[src/rtl/cmd_responder_pkg.sv]
// Shared definitions for the card-side CMD line responder: FSM encoding, frame geometry
// and the CRC7 step used by both the receive and transmit paths.
package cmd_responder_pkg;

    typedef enum logic [3:0] {
        StIdle,
        StRcvCmd,
        StRcvCrc,
        StRcvEnd,
        StDiscard,
        StWaitApp,
        StNcrWait,
        StSendResp,
        StSendCrc,
        StSendEnd
    } state_e;

    localparam int unsigned FrameLenShort = 48;
    localparam int unsigned FrameLenLong  = 136;
    localparam int unsigned CrcSpanShort  = 40;
    localparam int unsigned CrcSpanLong   = 120;
    localparam int unsigned CrcBits       = 7;

    localparam int unsigned NcrMin = 2;
    localparam int unsigned NcrMax = 64;

    // x^7 + x^3 + 1, leading term implicit
    localparam logic [CrcBits-1:0] Crc7Poly = 7'h09;

    function automatic logic [CrcBits-1:0] crc7_step(input logic [CrcBits-1:0] crc,
                                                     input logic din);
        logic fb;
        fb = din ^ crc[CrcBits-1];
        return {crc[CrcBits-2:0], 1'b0} ^ (fb ? Crc7Poly : '0);
    endfunction

endpackage

[src/rtl/cmd_responder_if.sv]
// CMD line and application handshake bundle; slave = responder, master = host/app side.
interface cmd_responder_if;
    import cmd_responder_pkg::*;

    logic                   icmd_sd;
    logic                   ocmd_sd;
    logic                   ocmd_oe;
    logic                   ocmd_valid;
    logic [5:0]             ocmd_index;
    logic [31:0]            ocmd_arg;
    logic                   ocrc_err;
    logic                   iresp_valid;
    logic                   iresp_skip;
    logic                   iresp_long;
    logic [CrcSpanLong-1:0] iresp_content;
    logic                   odone;

    modport slave (
        input  icmd_sd,
        input  iresp_valid,
        input  iresp_skip,
        input  iresp_long,
        input  iresp_content,
        output ocmd_sd,
        output ocmd_oe,
        output ocmd_valid,
        output ocmd_index,
        output ocmd_arg,
        output ocrc_err,
        output odone
    );

    modport master (
        output icmd_sd,
        output iresp_valid,
        output iresp_skip,
        output iresp_long,
        output iresp_content,
        input  ocmd_sd,
        input  ocmd_oe,
        input  ocmd_valid,
        input  ocmd_index,
        input  ocmd_arg,
        input  ocrc_err,
        input  odone
    );

endinterface

[src/rtl/cmd_responder_crc7.sv]
// Serial CRC7 generator. In unload mode the register shifts out MSB first instead of
// accumulating, so the same flops serve for compare (receive) and emit (transmit).
module cmd_responder_crc7
    import cmd_responder_pkg::*;
(
    input  logic iclk,
    input  logic iclr,
    input  logic ien,
    input  logic iunload,
    input  logic idata,
    output logic ocrc_msb
);

    logic [CrcBits-1:0] crc_q, crc_d;

    always_comb begin
        crc_d = crc_q;
        if (iclr) begin
            crc_d = '0;
        end else if (ien) begin
            crc_d = iunload ? {crc_q[CrcBits-2:0], 1'b0} : crc7_step(crc_q, idata);
        end
    end

    always_ff @(posedge iclk) begin
        crc_q <= crc_d;
    end

    assign ocrc_msb = crc_q[CrcBits-1];

endmodule

[src/rtl/cmd_responder.sv]
// Card-side SD CMD line responder: receives host command frames, checks CRC7 and framing,
// then returns a 48-bit or 136-bit response after the NCR gap.
module cmd_responder
    import cmd_responder_pkg::*;
#(
    parameter int unsigned NCR = 2  // legal 2..64; out-of-range values are clamped
) (
    input  logic           iclk,
    input  logic           irst,
    cmd_responder_if.slave bus
);

    localparam int unsigned NcrEff = (NCR < NcrMin) ? NcrMin : ((NCR > NcrMax) ? NcrMax : NCR);

    // NCR_WAIT lasts NCR-1 cycles: the output register adds the last released cycle
    localparam logic [7:0] NcrLast     = 8'(NcrEff - 2);
    localparam logic [7:0] RxBodyLast  = 8'(CrcSpanShort - 2);
    localparam logic [7:0] DiscardLast = 8'(FrameLenShort - 3);
    localparam logic [7:0] CrcLast     = 8'(CrcBits - 1);
    localparam logic [7:0] TxShortLast = 8'(CrcSpanShort - 1);
    localparam logic [7:0] TxLongLast  = 8'(FrameLenLong - CrcBits - 2);
    localparam logic [7:0] R2CrcFirst  = 8'(FrameLenLong - CrcBits - 1 - CrcSpanLong);

    state_e       state_q, state_d;
    logic [7:0]   cnt_q, cnt_d;
    logic [37:0]  rx_q, rx_d;
    logic         crc_bad_q, crc_bad_d;
    logic [127:0] tx_q, tx_d;
    logic         long_q, long_d;

    logic         ocmd_sd_q, ocmd_sd_d;
    logic         ocmd_oe_q, ocmd_oe_d;
    logic         ocmd_valid_q, ocmd_valid_d;
    logic         ocrc_err_q, ocrc_err_d;
    logic         odone_q, odone_d;
    logic [5:0]   ocmd_index_q, ocmd_index_d;
    logic [31:0]  ocmd_arg_q, ocmd_arg_d;

    logic         crc_clr, crc_en, crc_unload, crc_din, crc_msb;
    logic         rx_good;
    logic [7:0]   tx_last;

    assign rx_good = ~crc_bad_q & bus.icmd_sd;
    assign tx_last = long_q ? TxLongLast : TxShortLast;

    cmd_responder_crc7 u_crc7 (
        .iclk     (iclk),
        .iclr     (crc_clr),
        .ien      (crc_en),
        .iunload  (crc_unload),
        .idata    (crc_din),
        .ocrc_msb (crc_msb)
    );

    always_ff @(posedge iclk) begin
        if (irst) begin
            state_q <= StIdle;
        end else begin
            state_q <= state_d;
        end
    end

    always_comb begin
        state_d = state_q;
        unique case (state_q)
            StIdle:     if (!bus.icmd_sd) state_d = StRcvCmd;
            StRcvCmd: begin
                if (cnt_q == 8'd0 && !bus.icmd_sd) state_d = StDiscard;
                else if (cnt_q == RxBodyLast)      state_d = StRcvCrc;
            end
            StRcvCrc:   if (cnt_q == CrcLast) state_d = StRcvEnd;
            StRcvEnd:   state_d = rx_good ? StWaitApp : StIdle;
            StDiscard:  if (cnt_q == DiscardLast) state_d = StIdle;
            StWaitApp: begin
                if (bus.iresp_valid)     state_d = StNcrWait;
                else if (bus.iresp_skip) state_d = StIdle;
            end
            StNcrWait:  if (cnt_q == NcrLast) state_d = StSendResp;
            StSendResp: if (cnt_q == tx_last) state_d = StSendCrc;
            StSendCrc:  if (cnt_q == CrcLast) state_d = StSendEnd;
            StSendEnd:  state_d = StIdle;
            default:    state_d = StIdle;
        endcase
    end

    // Line outputs are registered from the current state, so the line trails the FSM by one.
    always_comb begin
        ocmd_oe_d    = 1'b0;
        ocmd_sd_d    = 1'b1;
        ocmd_valid_d = 1'b0;
        ocrc_err_d   = 1'b0;
        ocmd_index_d = ocmd_index_q;
        ocmd_arg_d   = ocmd_arg_q;
        unique case (state_q)
            StRcvEnd: begin
                if (rx_good) begin
                    ocmd_valid_d = 1'b1;
                    ocmd_index_d = rx_q[37:32];
                    ocmd_arg_d   = rx_q[31:0];
                end else begin
                    ocrc_err_d = 1'b1;
                end
            end
            StSendResp: begin
                ocmd_oe_d = 1'b1;
                ocmd_sd_d = tx_q[127];
            end
            StSendCrc: begin
                ocmd_oe_d = 1'b1;
                ocmd_sd_d = crc_msb;
            end
            StSendEnd: begin
                ocmd_oe_d = 1'b1;
                ocmd_sd_d = 1'b1;
            end
            default: ;
        endcase
        odone_d = ocmd_oe_q & ~ocmd_oe_d;
    end

    always_comb begin
        cnt_d     = (state_d != state_q) ? 8'd0 : cnt_q + 8'd1;
        rx_d      = rx_q;
        crc_bad_d = crc_bad_q;
        tx_d      = tx_q;
        long_d    = long_q;
        unique case (state_q)
            StRcvCmd: begin
                rx_d      = {rx_q[36:0], bus.icmd_sd};
                crc_bad_d = 1'b0;
            end
            StRcvCrc: if (bus.icmd_sd != crc_msb) crc_bad_d = 1'b1;
            StWaitApp: begin
                if (bus.iresp_valid) begin
                    long_d = bus.iresp_long;
                    // frame is left-aligned: start/transmission bits then the body
                    tx_d   = bus.iresp_long ? {2'b00, 6'h3f, bus.iresp_content}
                                            : {2'b00, bus.iresp_content[119:82], 88'd0};
                end
            end
            StSendResp: tx_d = {tx_q[126:0], 1'b0};
            default: ;
        endcase
    end

    always_comb begin
        crc_clr    = irst;
        crc_en     = 1'b0;
        crc_unload = 1'b0;
        crc_din    = bus.icmd_sd;
        unique case (state_q)
            StIdle, StWaitApp, StNcrWait: crc_clr = 1'b1;
            StRcvCmd: crc_en = 1'b1;
            StRcvCrc: begin
                crc_en     = 1'b1;
                crc_unload = 1'b1;
            end
            StSendResp: begin
                // R2 CRC covers only the 120 content bits
                crc_en  = ~long_q | (cnt_q >= R2CrcFirst);
                crc_din = tx_q[127];
            end
            StSendCrc: begin
                crc_en     = 1'b1;
                crc_unload = 1'b1;
            end
            default: ;
        endcase
    end

    always_ff @(posedge iclk) begin
        if (irst) begin
            cnt_q        <= '0;
            rx_q         <= '0;
            crc_bad_q    <= 1'b0;
            tx_q         <= '0;
            long_q       <= 1'b0;
            ocmd_sd_q    <= 1'b1;
            ocmd_oe_q    <= 1'b0;
            ocmd_valid_q <= 1'b0;
            ocrc_err_q   <= 1'b0;
            odone_q      <= 1'b0;
            ocmd_index_q <= '0;
            ocmd_arg_q   <= '0;
        end else begin
            cnt_q        <= cnt_d;
            rx_q         <= rx_d;
            crc_bad_q    <= crc_bad_d;
            tx_q         <= tx_d;
            long_q       <= long_d;
            ocmd_sd_q    <= ocmd_sd_d;
            ocmd_oe_q    <= ocmd_oe_d;
            ocmd_valid_q <= ocmd_valid_d;
            ocrc_err_q   <= ocrc_err_d;
            odone_q      <= odone_d;
            ocmd_index_q <= ocmd_index_d;
            ocmd_arg_q   <= ocmd_arg_d;
        end
    end

    assign bus.ocmd_sd    = ocmd_sd_q;
    assign bus.ocmd_oe    = ocmd_oe_q;
    assign bus.ocmd_valid = ocmd_valid_q;
    assign bus.ocrc_err   = ocrc_err_q;
    assign bus.odone      = odone_q;
    assign bus.ocmd_index = ocmd_index_q;
    assign bus.ocmd_arg   = ocmd_arg_q;

endmodule
[src/flat_wrapper.sv]
// flat-port wrapper written by rule: the top's interface ports become plain ports
module cmd_responder_flat import cmd_responder_pkg::*;
#(
    parameter int unsigned NCR = 2                                                 
)
  (iclk, irst, bus_icmd_sd, bus_iresp_valid, bus_iresp_skip, bus_iresp_long, bus_iresp_content, bus_ocmd_sd, bus_ocmd_oe, bus_ocmd_valid, bus_ocmd_index, bus_ocmd_arg, bus_ocrc_err, bus_odone);
  cmd_responder_if bus_i ();
  input  logic iclk;
  input  logic irst;
  input wire logic [$bits(bus_i.icmd_sd)-1:0] bus_icmd_sd;
  input wire logic [$bits(bus_i.iresp_valid)-1:0] bus_iresp_valid;
  input wire logic [$bits(bus_i.iresp_skip)-1:0] bus_iresp_skip;
  input wire logic [$bits(bus_i.iresp_long)-1:0] bus_iresp_long;
  input wire logic [$bits(bus_i.iresp_content)-1:0] bus_iresp_content;
  output wire logic [$bits(bus_i.ocmd_sd)-1:0] bus_ocmd_sd;
  output wire logic [$bits(bus_i.ocmd_oe)-1:0] bus_ocmd_oe;
  output wire logic [$bits(bus_i.ocmd_valid)-1:0] bus_ocmd_valid;
  output wire logic [$bits(bus_i.ocmd_index)-1:0] bus_ocmd_index;
  output wire logic [$bits(bus_i.ocmd_arg)-1:0] bus_ocmd_arg;
  output wire logic [$bits(bus_i.ocrc_err)-1:0] bus_ocrc_err;
  output wire logic [$bits(bus_i.odone)-1:0] bus_odone;
  assign bus_i.icmd_sd = bus_icmd_sd;
  assign bus_i.iresp_valid = bus_iresp_valid;
  assign bus_i.iresp_skip = bus_iresp_skip;
  assign bus_i.iresp_long = bus_iresp_long;
  assign bus_i.iresp_content = bus_iresp_content;
  assign bus_ocmd_sd = bus_i.ocmd_sd;
  assign bus_ocmd_oe = bus_i.ocmd_oe;
  assign bus_ocmd_valid = bus_i.ocmd_valid;
  assign bus_ocmd_index = bus_i.ocmd_index;
  assign bus_ocmd_arg = bus_i.ocmd_arg;
  assign bus_ocrc_err = bus_i.ocrc_err;
  assign bus_odone = bus_i.odone;
  cmd_responder #(.NCR(NCR)) u_core (.iclk(iclk), .irst(irst), .bus(bus_i));
endmodule
[config.mk]
export PLATFORM = sky130hd
export DESIGN_NAME = cmd_responder_flat
export DESIGN_NICKNAME = d
export VERILOG_FILES = /design/src/rtl/cmd_responder_pkg.sv /design/src/rtl/cmd_responder_if.sv /design/src/rtl/cmd_responder_crc7.sv /design/src/rtl/cmd_responder.sv /design/src/flat_wrapper.sv
export SDC_FILE = /design/constraint.sdc
export NUM_CORES = 1
export LEC_CHECK = 0
export CORE_ASPECT_RATIO = 1.4
export CORE_MARGIN = 4
export CORE_UTILIZATION = 41
export DETAILED_ROUTE_END_ITERATION = 6
export GPL_ROUTABILITY_DRIVEN = 1
export PLACE_DENSITY = 0.65
export SETUP_SLACK_MARGIN = 0.5
export SYNTH_ARGS = -nofsm -noshare
export SYNTH_HDL_FRONTEND = slang
export SYNTH_SLANG_ARGS = --single-unit
[constraint.sdc]
create_clock -name iclk -period 6.2 [get_ports iclk]
set_input_delay 1.24 -clock iclk [delete_from_list [all_inputs] [get_ports iclk]]
set_output_delay 1.24 -clock iclk [all_outputs]
set_load 0.02 [all_outputs]
==> results of run 1 <==
cells by family (layout without fill, tap and decap cells):
family	after synthesis	in the layout
xor+xnor	10	10
compound gates	267	267
buf+inv	103	221
simple gates	412	412
flops	230	230
fa+ha+maj	4	4
mux	39	39
layout make-up:
class / count / share of cell area
multi-input combinational: 732 / 0.3608
clock inverter: 6 / 0.003122
sequential: 230 / 0.3961
clock buffer: 32 / 0.05587
timing repair buffer: 177 / 0.1502
inverter: 6 / 0.001938
tap: 297 / 0.03197
worst max-delay path: stages:
cell and delay, ps:
clkdlybuf4s50_1 520, nor4b_4 230, buf_4 600, nor2_4 60, buf_4 350, a222oi_1 420, nor2_1 90
cell usage after synthesis, types with 8 or more instances:
library cell and n:
a21oi_1 126, nand3_1 10, a222oi_1 82, o211ai_1 32
nand2_1 234, dfxtp_1 230, mux2i_1 39, nor3_1 14
nor4_1 8, nor2_1 114, clkbuf_1 91
how the worst max path moves through the flow:
| stage | from | end | slack, ps | cells past startpoint |
|---|---|---|---|---|
| floorplan | bus_icmd_sd | u_core.bus.ocmd_arg[13]$_SDFFE_PP0P_ | 3470 | 6 |
| global placement | bus_iresp_valid | u_core.tx_q[6]$_SDFFE_PP0P_ | 2520 | 7 |
| detailed placement | bus_iresp_valid | u_core.tx_q[6]$_SDFFE_PP0P_ | 2480 | 7 |
| CTS | bus_iresp_valid | u_core.tx_q[18]$_SDFFE_PP0P_ | 2980 | 7 |
| global route | bus_iresp_valid | u_core.tx_q[27]$_SDFFE_PP0P_ | 2770 | 7 |
| finish | bus_iresp_valid | u_core.tx_q[18]$_SDFFE_PP0P_ | 2930 | 7 |
sequential cells by signal (all words and copies together), names as in the netlist:
name	count
u_core.bus.ocmd_valid	1
u_core.long_q	1
u_core.bus.ocrc_err	1
u_core.crc_bad_q	1
u_core.rx_q	38
u_core.bus.ocmd_sd	1
u_core.bus.odone	1
u_core.bus.ocmd_arg	32
u_core.u_crc7.crc_q	7
u_core.bus.ocmd_oe	1
u_core.state_q	4
u_core.tx_q	128
u_core.bus.ocmd_index	6
u_core.cnt_q	8
power breakdown:
group / total (W) / leakage, nW / switching (W) / internal [W]
registers: 0.00151 / 1.85 / 0.0000149 / 0.00149
logic: 0.000243 / 1.72 / 0.000125 / 0.000118
clock network: 0.00128 / 0.338 / 0.000553 / 0.000727
per-stage QoR:
step           instance area (um^2)  worst slack [ps]  power, W  hold WS (ps)  utilization
2_1_floorplan                  9159              3467  0.001664         431.5            -
3_5_place_dp                  10940              2476  0.001784         443.5       0.4985
4_1_cts                       11620              2982  0.003071         454.2       0.5298
3_3_place_gp                  10940              2521  0.001784         439.0       0.4985
6_report                      11620              2928  0.003029         448.4       0.5298
5_1_grt                       11620              2766  0.003151         470.3       0.5298
layer usage:
metal | global-route usage | vias up | wire length, um
met5 | 0 | - | 0
met4 | 0.04605 | 0 | 362
met3 | 0.03125 | 25 | 1227
met2 | 0.3135 | 208 | 11760
met1 | 0.2193 | 3787 | 9561
li1 | - | 4033 | -
cell usage in the layout (no fill, tap or decap), types with 2 or more instances in the layout:
cell type,count
nand2_1,234
dfxtp_1,230
clkdlybuf4s50_1,166
a21oi_1,126
nor2_1,113
a222oi_1,82
mux2i_1,39
o211ai_1,32
clkbuf_16,23
nor3_1,13
nand3_1,9
buf_4,9
nor4_1,8
inv_1,6
nor2b_1,6
nand2b_1,6
xnor2_1,6
o21ai_0,6
a31oi_1,5
clkbuf_1,5
nand4_1,4
xor2_1,4
ha_1,4
clkinv_2,4
clkbuf_8,4
or2_2,3
o22ai_1,3
nand3_2,2
a211oi_1,2
o32ai_1,2
nor3b_2,2
a221oi_1,2
==> key figures, run 1 <==
Status
  – Result of the run: finished clean

Global routing
  – Global-route wire length before repair: around 37,000 um
  – Via count of the first global-routing pass: 7,747
  – Global Route Usage Sum: 0.1758
  – Grt ovf: 0
  – Pin count of the biggest net entering global routing: approximately 130
  – Number of antenna violations at the first check in global routing: 0

Die
  – Number of I/O pins: 169
  – Std-Cell Rows: between 60 and 70
  – Area of the core: ~22,000 um^2
  – Die height: between 150 and 200 um
  – Overall die area: approximately 25,000 um^2
  – Overall die width: around 130 um
  – Starting utilization of the core area: 0.4174

Worst hold path
  – Hold depth: 2
  – Worst-case hold path end point: u_core.tx_q[119]$_SDFFE_PP0P_
  – Worst Hold Launch: u_core.tx_q[118]$_SDFFE_PP0P_
  – Hold Crit Class: reg2reg

Synth
  – Simple-Gate Fraction of Synth Area: 0.1877
  – Number of cells produced by synthesis: 1,065
  – Area share of xor/xnor cells in the synthesized design: 0.009563
  – Synth Net Count: between 1,000 and 1,500
  – Flop and latch count out of synthesis: 230
  – Combinational family with the most area after synthesis: compound AO/OA/AOI/OAI gates
  – Share of synthesized area spent on multiplexers: 0.04262
  – Sequential fraction of the synthesis area: 0.5027
  – Number of enable-type register cells in the synthesized netlist: 0
  – Share of flip-flops with an asynchronous set or reset: 0
  – Average cell area after synthesis: roughly 8.6 um^2
  – Number of warnings reported in the yosys synthesis log: 0
  – Post-synthesis adder-cell area fraction: 0.005464
  – Leading cell types by total area after synthesis: dfxtp_1 50%, nand2_1 9.6%, a222oi_1 9.0%, a21oi_1 6.9%, nor2_1 4.7%
  – Top-area cell type share of the netlist area: 0.5027
  – Number of unique standard cell types used by synthesis: 47
  – Cell area after synthesis: 9159 um^2
  – Cell type with the highest aggregate area in the netlist: dfxtp_1
  – Most instantiated flip-flop cell in the synthesis netlist: dfxtp_1
  – Synthesized-area fraction occupied by ao, oa, aoi and oai cells: 0.2086

Worst setup path
  – Critical Path End Type: flip-flop
  – Worst Setup Path Type: in2reg
  – Worst reg2reg path startpoint: u_core.state_q[1]$_SDFF_PP0_
  – Data arrival at the endpoint of the critical path: 3620 ps
  – Setup slack of the worst register-to-register path: 3080 ps
  – Crit start category: input pin
  – Reg2Reg Capture Point: u_core.cnt_q[5]$_SDFF_PP0_
  – Data required time at the worst endpoint: around 6600 ps
  – Cell count of the worst reg-to-reg path: 6
  – Critical path fanouts, max: 86

Power
  – Leakage power: between 3 and 4 nW
  – Max IR drop VDD: 0.2055 mV
  – Power density normalized to cell area: ~260 nW/um^2

STA
  – Clk_skew: about 9.3 ps
  – Final setup violation count: 0
  – Worst slew pin tran: around 1200 ps
  – Count of final max-slew check failures: 0
  – Period Utilization, post-route: 0.5277
  – Aggregate negative setup slack: 0 ps
  – Number of hold-slack violations in the final timing report: 0
  – Highest attainable clock frequency: a little over 0.3 GHz
  – RSZ-0062 raised after global routing: false
  – Crit path time final: 3272 ps
  – Relative slew slack: 0.1854

Routing
  – Total detailed-routing wirelength: about 23,000 um
  – DRC violation count after routing: 0
  – Avg Vias per Cell: ~5.4
  – Average wire per cell in the routed design: between 15 and 20 um
  – DRT antenna net count: 0
  – Vias: between 8,000 and 9,000
  – Number of detailed-routing iterations run before antenna repair: 7
  – Initial DRC Count: 822

Final layout
  – Area occupied by multi-input gates: ~4200 um^2
  – Number of inserted diodes: 0
  – Post-route non-filler standard cell count: around 1,500
  – Filler instances: 2,124
  – Share of layout cells above drive strength 1: 0.05241
  – Number of nets in the finished design: approximately 1,300
  – Area overhead of the layout relative to synthesis: 26.91%
  – Flip-flop and latch area: 4604 um^2

Clocking
  – Num CTS Buffers: 23
  – CTS hold repair buffers: 0
  – Post_cts resized: 0
  – Later-pin clock latency in the skew report: 500 ps
  – Number of buffers between clock root and the deepest sink: 3
  – Clock tree from TritonCTS: yes
  – TritonCTS Sinks: 230
  – Number of H-tree levels: 1
  – Clock root buffer: clkbuf_16
  – Number of buffers added for setup after CTS: 0
  – Clock-pin slew reported for the worst setup and hold paths after clock tree synthesis: around 60 ps

Placed design
  – Cell count after placement: between 1,000 and 1,500
  – Count of port buffers added during placement: 168
  – Final HPWL from detailed placement: between 10,000 and 15,000 um
  – Gp weighted congestion: 0.8047

Flow run
  – Max Cap Violations: 0
No activity file was read; power rests on OpenSTA's default activity.
==> inputs of run 2 (changes only) <==
- clock period: 6.2 -> 3.1 ns (I/O delays scaled with it)
==> key figures, run 2 (synthesis gave the netlist of run 1 again) <==
Status
  – Result of the run: finished, violations left (was finished clean)
  – Violated checks: design-rule violations

Global routing
  – Global-route wire length before repair: 38,240 um (was 37,430 um)
  – Pin count of the biggest net entering global routing: 80 (was 129)
  – Via count of the first global-routing pass: 7,782 (was 7,747)
  – Grt ovf: 0 (unchanged)
  – Global Route Usage Sum: 0.1810 (was 0.1758)
  – Number of antenna violations at the first check in global routing: 0 (unchanged)

Routing
  – Initial DRC Count: 749 (was 822)
  – Total detailed-routing wirelength: 23,510 um (was 22,910 um)
  – DRC violation count after routing: 26 (was 0)
  – Avg Vias per Cell: 5.477 (was 5.441)
  – Number of detailed-routing iterations run before antenna repair: 7 (unchanged)
  – DRT antenna net count: 0 (unchanged)
  – Vias: 8,183 (was 8,053)
  – Average wire per cell in the routed design: 15.74 um (was 15.48 um)

Power
  – Fraction of power consumed by the clock network: 0.458 (was 0.422)
  – Switching power of the nets: 0.001454 W (was 0.0006927 W)
  – Power density normalized to cell area: 544.3 nW/um^2 (was 260.6 nW/um^2)
  – Portion of total power attributed to sequential cells: 0.465 (was 0.497)
  – Max IR drop VDD: 0.3334 mV (was 0.2055 mV)
  – Leakage power: 4.053 nW (was 3.912 nW)
  – Power share of the combinational group: 0.077 (was 0.080)
  – Post-route total power: 0.006484 W (was 0.003029 W)
  – Power Internal: 0.005030 W (was 0.002337 W)
  – Sw Share: 0.2243 (was 0.2287)

Worst hold path
  – Hold depth: 2 (unchanged)
  – Hold Crit Class: reg2reg (unchanged)

Worst setup path
  – Crit start category: flip-flop (was input pin)
  – Data required time at the worst endpoint: 3550 ps (was 6550 ps)
  – Critical path fanouts, max: 49 (was 86)
  – Critical Path End Type: flip-flop (unchanged)
  – Worst Setup Path Type: reg2reg (was in2reg)
  – Data arrival at the endpoint of the critical path: 2870 ps (was 3620 ps)
  – Cell count of the worst reg-to-reg path: 5 (was 6)

Final layout
  – Leading cell types in the layout, fill and taps excluded: 234 x nand2_1, 230 x dfxtp_1, 166 x clkdlybuf4s50_1, 126 x a21oi_1, 113 x nor2_1 (unchanged)
  – Share of layout cells above drive strength 1: 0.06433 (was 0.05241)
  – Final cell area excluding filler cells: 11,910 um^2 (was 11,620 um^2)
  – Number of nets in the finished design: 1,310 (was 1,300)
  – Top reg by flops: u_core.tx_q (unchanged)
  – Area overhead of the layout relative to synthesis: 30.08% (was 26.91%)
  – Post-route non-filler standard cell count: 1,494 (was 1,480)
  – Filler instances: 2,084 (was 2,124)
  – Max FFs per register: 128 (unchanged)
  – Most common cell after layout, fill and taps aside: nand2_1 (unchanged)
  – Number of inserted diodes: 0 (unchanged)

STA
  – Count of final max-slew check failures: 0 (unchanged)
  – Crit path time final: between 2000 and 2500 ps
  – Number of hold-slack violations in the final timing report: 0 (unchanged)
  – Highest attainable clock frequency: 0.4130 GHz
  – Period Utilization, post-route: 0.7810
  – Worst slack on hold paths: 448.9 ps (was 448.4 ps)
  – Worst slew pin tran: 1193 ps (was 1222 ps)
  – Clk_skew: 10.31 ps (was 9.342 ps)
  – RSZ-0062 raised after global routing: true (was false)
  – Final setup violation count: 0 (unchanged)
  – Relative slew slack: 0.2048 (was 0.1854)
  – Aggregate negative setup slack: 0 ps (unchanged)

Clocking
  – TritonCTS Sinks: 230 (unchanged)
  – Later-pin clock latency in the skew report: 520 ps (was 500 ps)
  – Clock-pin slew reported for the worst setup and hold paths after clock tree synthesis: 60 ps (about the same)
  – Clock tree from TritonCTS: yes (unchanged)
  – Clock root buffer: clkbuf_16 (unchanged)
  – Num CTS Buffers: 23 (unchanged)
  – Number of buffers between clock root and the deepest sink: 3 (unchanged)
  – Number of H-tree levels: 1 (unchanged)
  – CTS hold repair buffers: 0 (unchanged)

Die
  – Starting utilization of the core area: 0.4174 (unchanged)
  – Area of the core: 21,940 um^2 (unchanged)
  – Overall die width: 134.3 um (unchanged)
  – Std-Cell Rows: 64 (unchanged)
  – Die height: 184.8 um (unchanged)
  – Number of I/O pins: 169 (unchanged)
  – Overall die area: 24,830 um^2 (unchanged)

Placed design
  – Cell count after placement: 1,452 (was 1,442)
  – Count of port buffers added during placement: 168 (unchanged)
  – Gp weighted congestion: 0.8363 (was 0.8047)
  – Area post-placement: 11,070 um^2 (was 10,940 um^2)
  – Final HPWL from detailed placement: 15,480 um (was 14,840 um)

Flow run
  – Max Cap Violations: 0 (unchanged)
[run 2: per-layer routing]
layer	up-vias	share of wire	GRT usage	routed length [um]
met1	3877	0.41	0.2225	9613
met2	215	0.50	0.3172	11870
li1	4048	-	-	-
met3	43	0.062	0.03995	1452
met5	-	0	0	0
met4	0	0.025	0.05501	581
[run 2: final cells by class]
type,count,area [um^2],area share
flip-flops and latches,230,4604,0.3865
repair buffers,187,1894,0.1590
clock inverters,9,141.4,0.01187
well taps,297,371.6,0.03119
clock buffers,33,683.2,0.05734
multi-input cells,732,4197,0.3522
inverters,6,22.52,0.001890
[run 2: path summary, 6_finish.rpt]
| check | start | end | slack [ps] |
|---|---|---|---|
| max | u_core.state_q[3]$_SDFF_PP0_ | u_core.tx_q[1]$_SDFFE_PP0P_ | 680 |
| min | u_core.tx_q[90]$_SDFFE_PP0P_ | u_core.tx_q[91]$_SDFFE_PP0P_ | 450 |
| max reg2reg | u_core.state_q[3]$_SDFF_PP0_ | u_core.tx_q[1]$_SDFFE_PP0P_ | 680 |
| min reg2reg | u_core.tx_q[90]$_SDFFE_PP0P_ | u_core.tx_q[91]$_SDFFE_PP0P_ | 450 |
[run 2: worst max-delay path: stages, from the launching register on]
cell      delay [ps]
dfxtp_1          620
and4b_4          290
nor2_4           860
buf_12           290
a222oi_1         110
nor2_1           120
[run 2: timing repair]
action                                  CTS  global route
pin swaps                                 0             0
gates resized for setup                   1             3
setup buffers                             0             0
endpoints found under the setup margin   14            15
endpoints found under the hold margin     0             0
[run 2: power groups by stage]
stage	Sequential (W)	Combinational [W]	Clock, W
5_1_grt	0.00302	0.000546	0.00318
2_1_floorplan	0.00306	0.000263	0
3_5_place_dp	0.00308	0.000503	0
6_report	0.00302	0.000501	0.00297
4_1_cts	0.00301	0.000505	0.00307
3_3_place_gp	0.00308	0.000500	0
[run 2: per-stage QoR]
stage | utilization | setup WS [ps]
after floorplan | - | 980.2
after global placement | 0.5046 | 341.7
after detailed placement | 0.5046 | 308.8
after CTS | 0.5423 | 570.8
after global routing | 0.5430 | 476.6
final | 0.5430 | 678.8
==> inputs of run 3 (changes only) <==
- PLACE_DENSITY: 0.65 -> 0.68
- clock period: 3.1 -> 2.1 ns (I/O delays scaled with it)
==> key figures, run 3 (synthesis gave the netlist of run 1 again) <==
Power
  – Max IR drop VDD: 0.6724 mV (was 0.3334 mV)
  – Sw Share: 0.2283 (was 0.2243)
  – Power Internal: 0.007409 W (was 0.005030 W)
  – Switching power of the nets: 0.002192 W (was 0.001454 W)
  – Power share of the combinational group: 0.094 (was 0.077)
  – Leakage power: 4.393 nW (was 4.053 nW)
  – Power density normalized to cell area: 760.9 nW/um^2 (was 544.3 nW/um^2)
  – Post-route total power: 0.009601 W (was 0.006484 W)
  – Portion of total power attributed to sequential cells: 0.463 (was 0.465)
  – Fraction of power consumed by the clock network: 0.443 (was 0.458)

Routing
  – Initial DRC Count: 880 (was 749)
  – Vias: 8,392 (was 8,183)
  – DRT antenna net count: 0 (unchanged)
  – DRC violation count after routing: 10 (was 26)
  – Average wire per cell in the routed design: 16.46 um (was 15.74 um)
  – Avg Vias per Cell: 5.471 (was 5.477)
  – Number of detailed-routing iterations run before antenna repair: 7 (unchanged)
  – Total detailed-routing wirelength: 25,240 um (was 23,510 um)

Clocking
  – Clock tree from TritonCTS: yes (unchanged)
  – Number of H-tree levels: 1 (unchanged)
  – TritonCTS Sinks: 230 (unchanged)
  – Number of buffers between clock root and the deepest sink: 3 (unchanged)
  – Clock-pin slew reported for the worst setup and hold paths after clock tree synthesis: 60 ps (about the same)
  – Clock root buffer: clkbuf_16 (unchanged)
  – Later-pin clock latency in the skew report: 520 ps (about the same)
  – Num CTS Buffers: 24 (was 23)

Worst hold path
  – Hold Crit Class: in2reg (was reg2reg)
  – Hold depth: 2 (unchanged)
  – Worst Hold Launch: irst (was u_core.tx_q[90]$_SDFFE_PP0P_)
  – Worst-case hold path end point: u_core.state_q[0]$_SDFF_PP0_ (was u_core.tx_q[91]$_SDFFE_PP0P_)

STA
  – Aggregate negative setup slack: 0 ps (unchanged)
  – Highest attainable clock frequency: 0.4936 GHz (was 0.4130 GHz)
  – Period Utilization, post-route: 0.9646 (was 0.7810)
  – Worst slew pin tran: 652.4 ps (was 1193 ps)
  – Final setup violation count: 0 (unchanged)
  – Number of hold-slack violations in the final timing report: 0 (unchanged)
  – Clk_skew: 9.378 ps (was 10.31 ps)
  – RSZ-0062 raised after global routing: true (unchanged)
  – Count of final max-slew check failures: 0 (unchanged)
  – Crit path time final: 2026 ps (was 2421 ps)
  – Relative slew slack: 0.5650 (was 0.2048)

Global routing
  – Pin count of the biggest net entering global routing: 130 (was 80)
  – Global-route wire length before repair: 39,700 um (was 38,240 um)
  – Grt ovf: 0 (unchanged)
  – Global Route Usage Sum: 0.1897 (was 0.1810)
  – Via count of the first global-routing pass: 7,995 (was 7,782)
  – Number of antenna violations at the first check in global routing: 1 (was 0)

Die
  – Overall die area: 24,830 um^2 (unchanged)
  – Starting utilization of the core area: 0.4174 (unchanged)
  – Number of I/O pins: 169 (unchanged)
  – Std-Cell Rows: 64 (unchanged)
  – Overall die width: 134.3 um (unchanged)
  – Area of the core: 21,940 um^2 (unchanged)
  – Die height: 184.8 um (unchanged)

Worst setup path
  – Cell count of the worst reg-to-reg path: 6 (was 5)
  – Reg2Reg Capture Point: u_core.cnt_q[3]$_SDFF_PP0_ (was u_core.tx_q[1]$_SDFFE_PP0P_)
  – Worst Setup Path Type: reg2reg (unchanged)
  – Data required time at the worst endpoint: 2480 ps (was 3550 ps)
  – Delay of the slowest cell on the worst path: 550 ps (was 860 ps)
  – Crit start category: flip-flop (unchanged)
  – Data arrival at the endpoint of the critical path: 2400 ps (was 2870 ps)
  – Critical Path End Type: flip-flop (unchanged)
  – Critical path fanouts, max: 6 (was 49)
  – Slowest cell on crit path: or4_4 (was nor2_4)
  – Setup slack of the worst register-to-register path: 70 ps (was 680 ps)
  – Worst reg2reg path startpoint: u_core.long_q$_SDFFE_PP0P_ (was u_core.state_q[3]$_SDFF_PP0_)
  – Critical Path, Cell by Cell: or4_4 -> a211oi_4 -> nor2_4 -> a2111oi_4 -> xnor2_2 -> nor3_1 (was and4b_4 -> nor2_4 -> buf_12 -> a222oi_1 -> nor2_1)

Placed design
  – Gp weighted congestion: 0.8810 (was 0.8363)
  – Count of port buffers added during placement: 168 (unchanged)
  – Cell count after placement: 1,477 (was 1,452)
  – Final HPWL from detailed placement: 16,220 um (was 15,480 um)

Status
  – Result of the run: finished, violations left (unchanged)
  – Violated checks: design-rule violations (unchanged)

Final layout
  – Number of nets in the finished design: 1,351 (was 1,310)
  – Post-route non-filler standard cell count: 1,534 (was 1,494)
  – Most common cell after layout, fill and taps aside: nand2_1 (unchanged)
  – Area overhead of the layout relative to synthesis: 37.77% (was 30.08%)
  – Filler instances: 1,952 (was 2,084)
  – Final core utilization: 0.5751 (was 0.5430)
  – Max FFs per register: 128 (unchanged)
  – Leading cell types in the layout, fill and taps excluded: 233 x nand2_1, 221 x dfxtp_1, 123 x clkdlybuf4s50_1, 122 x a21oi_1, 112 x nor2_1 (was 234 x nand2_1, 230 x dfxtp_1, 166 x clkdlybuf4s50_1, 126 x a21oi_1, 113 x nor2_1)
  – Number of inserted diodes: 0 (unchanged)
  – Share of layout cells above drive strength 1: 0.1455 (was 0.06433)
  – Area occupied by multi-input gates: 4427 um^2 (was 4197 um^2)
  – Flip-flop and latch area: 4616 um^2 (was 4604 um^2)
  – Top reg by flops: u_core.tx_q (unchanged)

Flow run
  – Max Cap Violations: 0 (unchanged)
-- run 3: critical path: cells and delay by family, from the launching register on --
kind	cells	cell delay [ps]
AO/OA/AOI/OAI	2	600
XOR/XNOR	1	250
flip-flops	1	320
AND/OR/NAND/NOR	3	730
-- run 3: repair_timing --
action,in CTS,in global routing
pin swaps,12,14
hold buffers,0,0
setup buffers,10,3
endpoints found under the setup margin,265,241
resized for setup,145,27
gates cloned,0,2
hold endpoints to repair,0,0
-- run 3: how the worst max path moves through the flow --
stage                                     endpoint  slack (ps)  cells past startpoint                        from
6_report                u_core.cnt_q[3]$_SDFF_PP0_          70                      6  u_core.long_q$_SDFFE_PP0P_
5_1_grt                 u_core.cnt_q[1]$_SDFF_PP0_           6                      6  u_core.long_q$_SDFFE_PP0P_
4_1_cts        u_core.u_crc7.crc_q[0]$_SDFFE_PP0P_         100                      7  u_core.cnt_q[4]$_SDFF_PP0_
3_5_place_dp            u_core.cnt_q[5]$_SDFF_PP0_        -150                      7             bus_iresp_valid
3_3_place_gp            u_core.cnt_q[3]$_SDFF_PP0_        -110                      7             bus_iresp_valid
2_1_floorplan           u_core.cnt_q[1]$_SDFF_PP0_          80                      7  u_core.cnt_q[4]$_SDFF_PP0_
-- run 3: final cells by class --
class / count / area share
inverters: 6 / 0.001785
multi-input cells: 732 / 0.3508
clock buffers: 36 / 0.05830
repair buffers: 227 / 0.1881
clock inverters: 6 / 0.005751
well taps: 297 / 0.02945
flip-flops and latches: 230 / 0.3658
-- run 3: power by group through the flow --
stage / clock network [W] / registers [W] / logic, W
floorplan: 0 / 0.00452 / 0.000412
global placement: 0 / 0.00454 / 0.000785
detailed placement: 0 / 0.00454 / 0.000790
CTS: 0.00437 / 0.00444 / 0.000840
global route: 0.00456 / 0.00445 / 0.000966
finish: 0.00425 / 0.00445 / 0.000900
-- run 3: stage by stage --
step           instance area [um^2]  setup WS (ps)  hold WS [ps]
6_report                      12620          74.24         150.6
5_1_grt                       12620          5.877         131.3
4_1_cts                       12400          97.06         124.5
3_5_place_dp                  11350         -145.9         445.3
2_1_floorplan                  9363          84.62         431.5
3_3_place_gp                  11350         -108.0         438.2
-- run 3: metal layers --
layer / vias to the layer above / global-route usage / wire (um)
met2: 243 / 0.3347 / 12980
met5: - / 0 / 14
met4: 2 / 0.05297 / 546
met3: 38 / 0.03152 / 1427
met1: 3977 / 0.2398 / 10270
li1: 4132 / - / -
==> RTL change, RTL diff (config.mk and constraints of run 1) <==
Change the package constant `CrcBits` from 7 to 14.
--- a/src/rtl/cmd_responder_pkg.sv
+++ b/src/rtl/cmd_responder_pkg.sv
@@ -20,5 +20,5 @@
     localparam int unsigned CrcSpanShort  = 40;
     localparam int unsigned CrcSpanLong   = 120;
-    localparam int unsigned CrcBits       = 7;
+    localparam int unsigned CrcBits       = 14;
 
     localparam int unsigned NcrMin = 2;
Function: same outputs for any inputs over 10 cycles, from zero or initial values and one cycle with irst high; that may be too few to reach the edited logic, so the function may still have changed.
==> RTL change against run 1 <==
The run now ends with design-rule violations left. Total power is 6.2% higher. Setup slack improved by 0.056 ns. Global-route usage increased by 0.12 points. Sequential cell count grew 7. Synthesized area rose by 4.1%. Routed wire length is 2.8% higher. Design area up 3.6%. First-iteration DRC count down 13%. Clock power grew 11%. Count of clock-buffer cells in the layout decreased by 2. Die area rose by 3.8%. Critical path type unchanged. Largest cell class unchanged. Highest routed layer unchanged.
==> RTL change: results (changes against run 1) <==
Run status
  • Status: complete, but fails checks
  • Failing checks: design-rule violations

Place
  • Pre-CTS WS: 2.48 ns (+0.00623 ns)
  • Dpl hpwl: 15,000 microns (+1.1%)
  • RD Place Congestion: 0.797 (-0.96%)

Synthesis
  • Multiplexer share of the synthesized area: 0.0473 (+0.00464)
  • Cells after Synth: 1,109 (+4.1%)
  • Sequential fraction of the synthesis area: 0.498 (-0.00490)
  • Synthesized-area fraction occupied by xor and xnor cells: 0.0118 (+0.00225)
  • Synth cell count leaders: nand2_1, dfxtp_1, a21oi_1
  • Synth Area in Adders: 0.00525 (-0.000213)
  • Syn nets: 1,239 (+3.7%)
  • Complex-gate fraction of the synthesized area: 0.195 (-0.0140)

Routing
  • DR DRC count: 1 (+1)
  • DR WL met3: 1320 microns (+7.3%)
  • Met2 wire length: 12,100 microns (+2.7%)
  • Vias/cell: 5.44 (about the same)
  • Met1 wire length: 9780 microns (+2.2%)
  • Drt initial violations: 714 (-13%)
  • DRT Wirelength: 23,600 microns (+2.8%)

Final layout
  • Fin nets: 1,341 (+3.2%)
  • Filler instances: 2,121 (-0.14%)
  • Finished Layout Cells: 1,527 (+3.2%)
  • Share of cells above drive strength 1: 0.0514 (-0.00102)

GRT
  • First-pass GRT wire length: 38,700 microns (+3.5%)
  • Vias in the first global route: 7,986 (+3.1%)
  • Pin count of the biggest net entering global routing: 120 (-7.0%)

Pwr
  • Pint: 2.48 mW (+6.3%)
  • Leakage: 4.17 nW (+6.6%)

Worst setup path
  • Arr. time, crit path: 3.65 ns (+0.03 ns)
  • Slowest stage delay, CP: 1.06 ns (+0.46 ns)

STA
  • Clk_skew: 0.00601 ns (-0.00333 ns)
  • Slew HR: 0.255 (+0.0698)
==> RTL change: changes by cell type in the layout (fill, tap and decap cells not counted), moves of 7 or more <==
cell     change
nand2_1      +9
nor2_1       +8
nor3_1       +8
dfxtp_1      +7
nor4_1       -7
==> RTL change: metrics by stage <==
step / hold WS (ns) / util / instance area [sq um] / total power [mW]
floorplan: 0.431 / - / 9530 / 1.72
global placement: 0.437 / 0.497 / 11300 / 1.83
detailed placement: 0.444 / 0.497 / 11300 / 1.83
CTS: 0.452 / 0.531 / 12000 / 3.26
global route: 0.464 / 0.531 / 12000 / 3.35
finish: 0.446 / 0.531 / 12000 / 3.22
==> RTL change: kinds of logic after synthesis <==
logic type / count (synthesis)
DFF: 237
adders and majority gates: 4
AOI/OAI and AO/OA: 263
and+or+nand+nor: 440
muxes: 45
xor gates and xnor gates: 12
buffers and inverters: 108
==> RTL change: final timing paths <==
check / cells past startpoint / slack [ns] / to / startpoint
max reg2reg: 4 / 3.19 / u_core.cnt_q[0] / u_core.state_q[0]
min: 2 / 0.45 / u_core.tx_q[101] / u_core.tx_q[100]
min reg2reg: 2 / 0.45 / u_core.tx_q[101] / u_core.tx_q[100]
max: 6 / 2.98 / u_core.tx_q[42] / bus_iresp_long
==> RTL change: metal layers <==
layer  up-vias  global-route usage
met4         0              0.0434
li1       4164                   -
met3        27              0.0342
met1      3889               0.221
met5         -                   0
met2       222               0.312
==> RTL change: power groups by stage <==
stage                     clock [mW]  sequential, mW  combinational [mW]
after floorplan                    0            1.58               0.140
after global placement             0            1.59               0.247
after detailed placement           0            1.59               0.247
after CTS                       1.46            1.55               0.248
after global routing            1.53            1.55               0.267
final                           1.42            1.55               0.247
==> RTL change: layout make-up <==
class,instances,area [sq um],area share
sequential,237,4740,0.394
tap,301,377,0.0313
clock inverter,10,123,0.0102
inverter,6,22.5,0.00187
multi-input combinational,764,4370,0.362
clock buffer,30,652,0.0541
timing repair buffer,179,1760,0.146
==> RTL change: critical path, delay by kind of cell <==
kind / cells / cell delay [ns]
simple gates: 2 / 1.21
buf+inv: 3 / 1.00
compound gates: 1 / 0.13
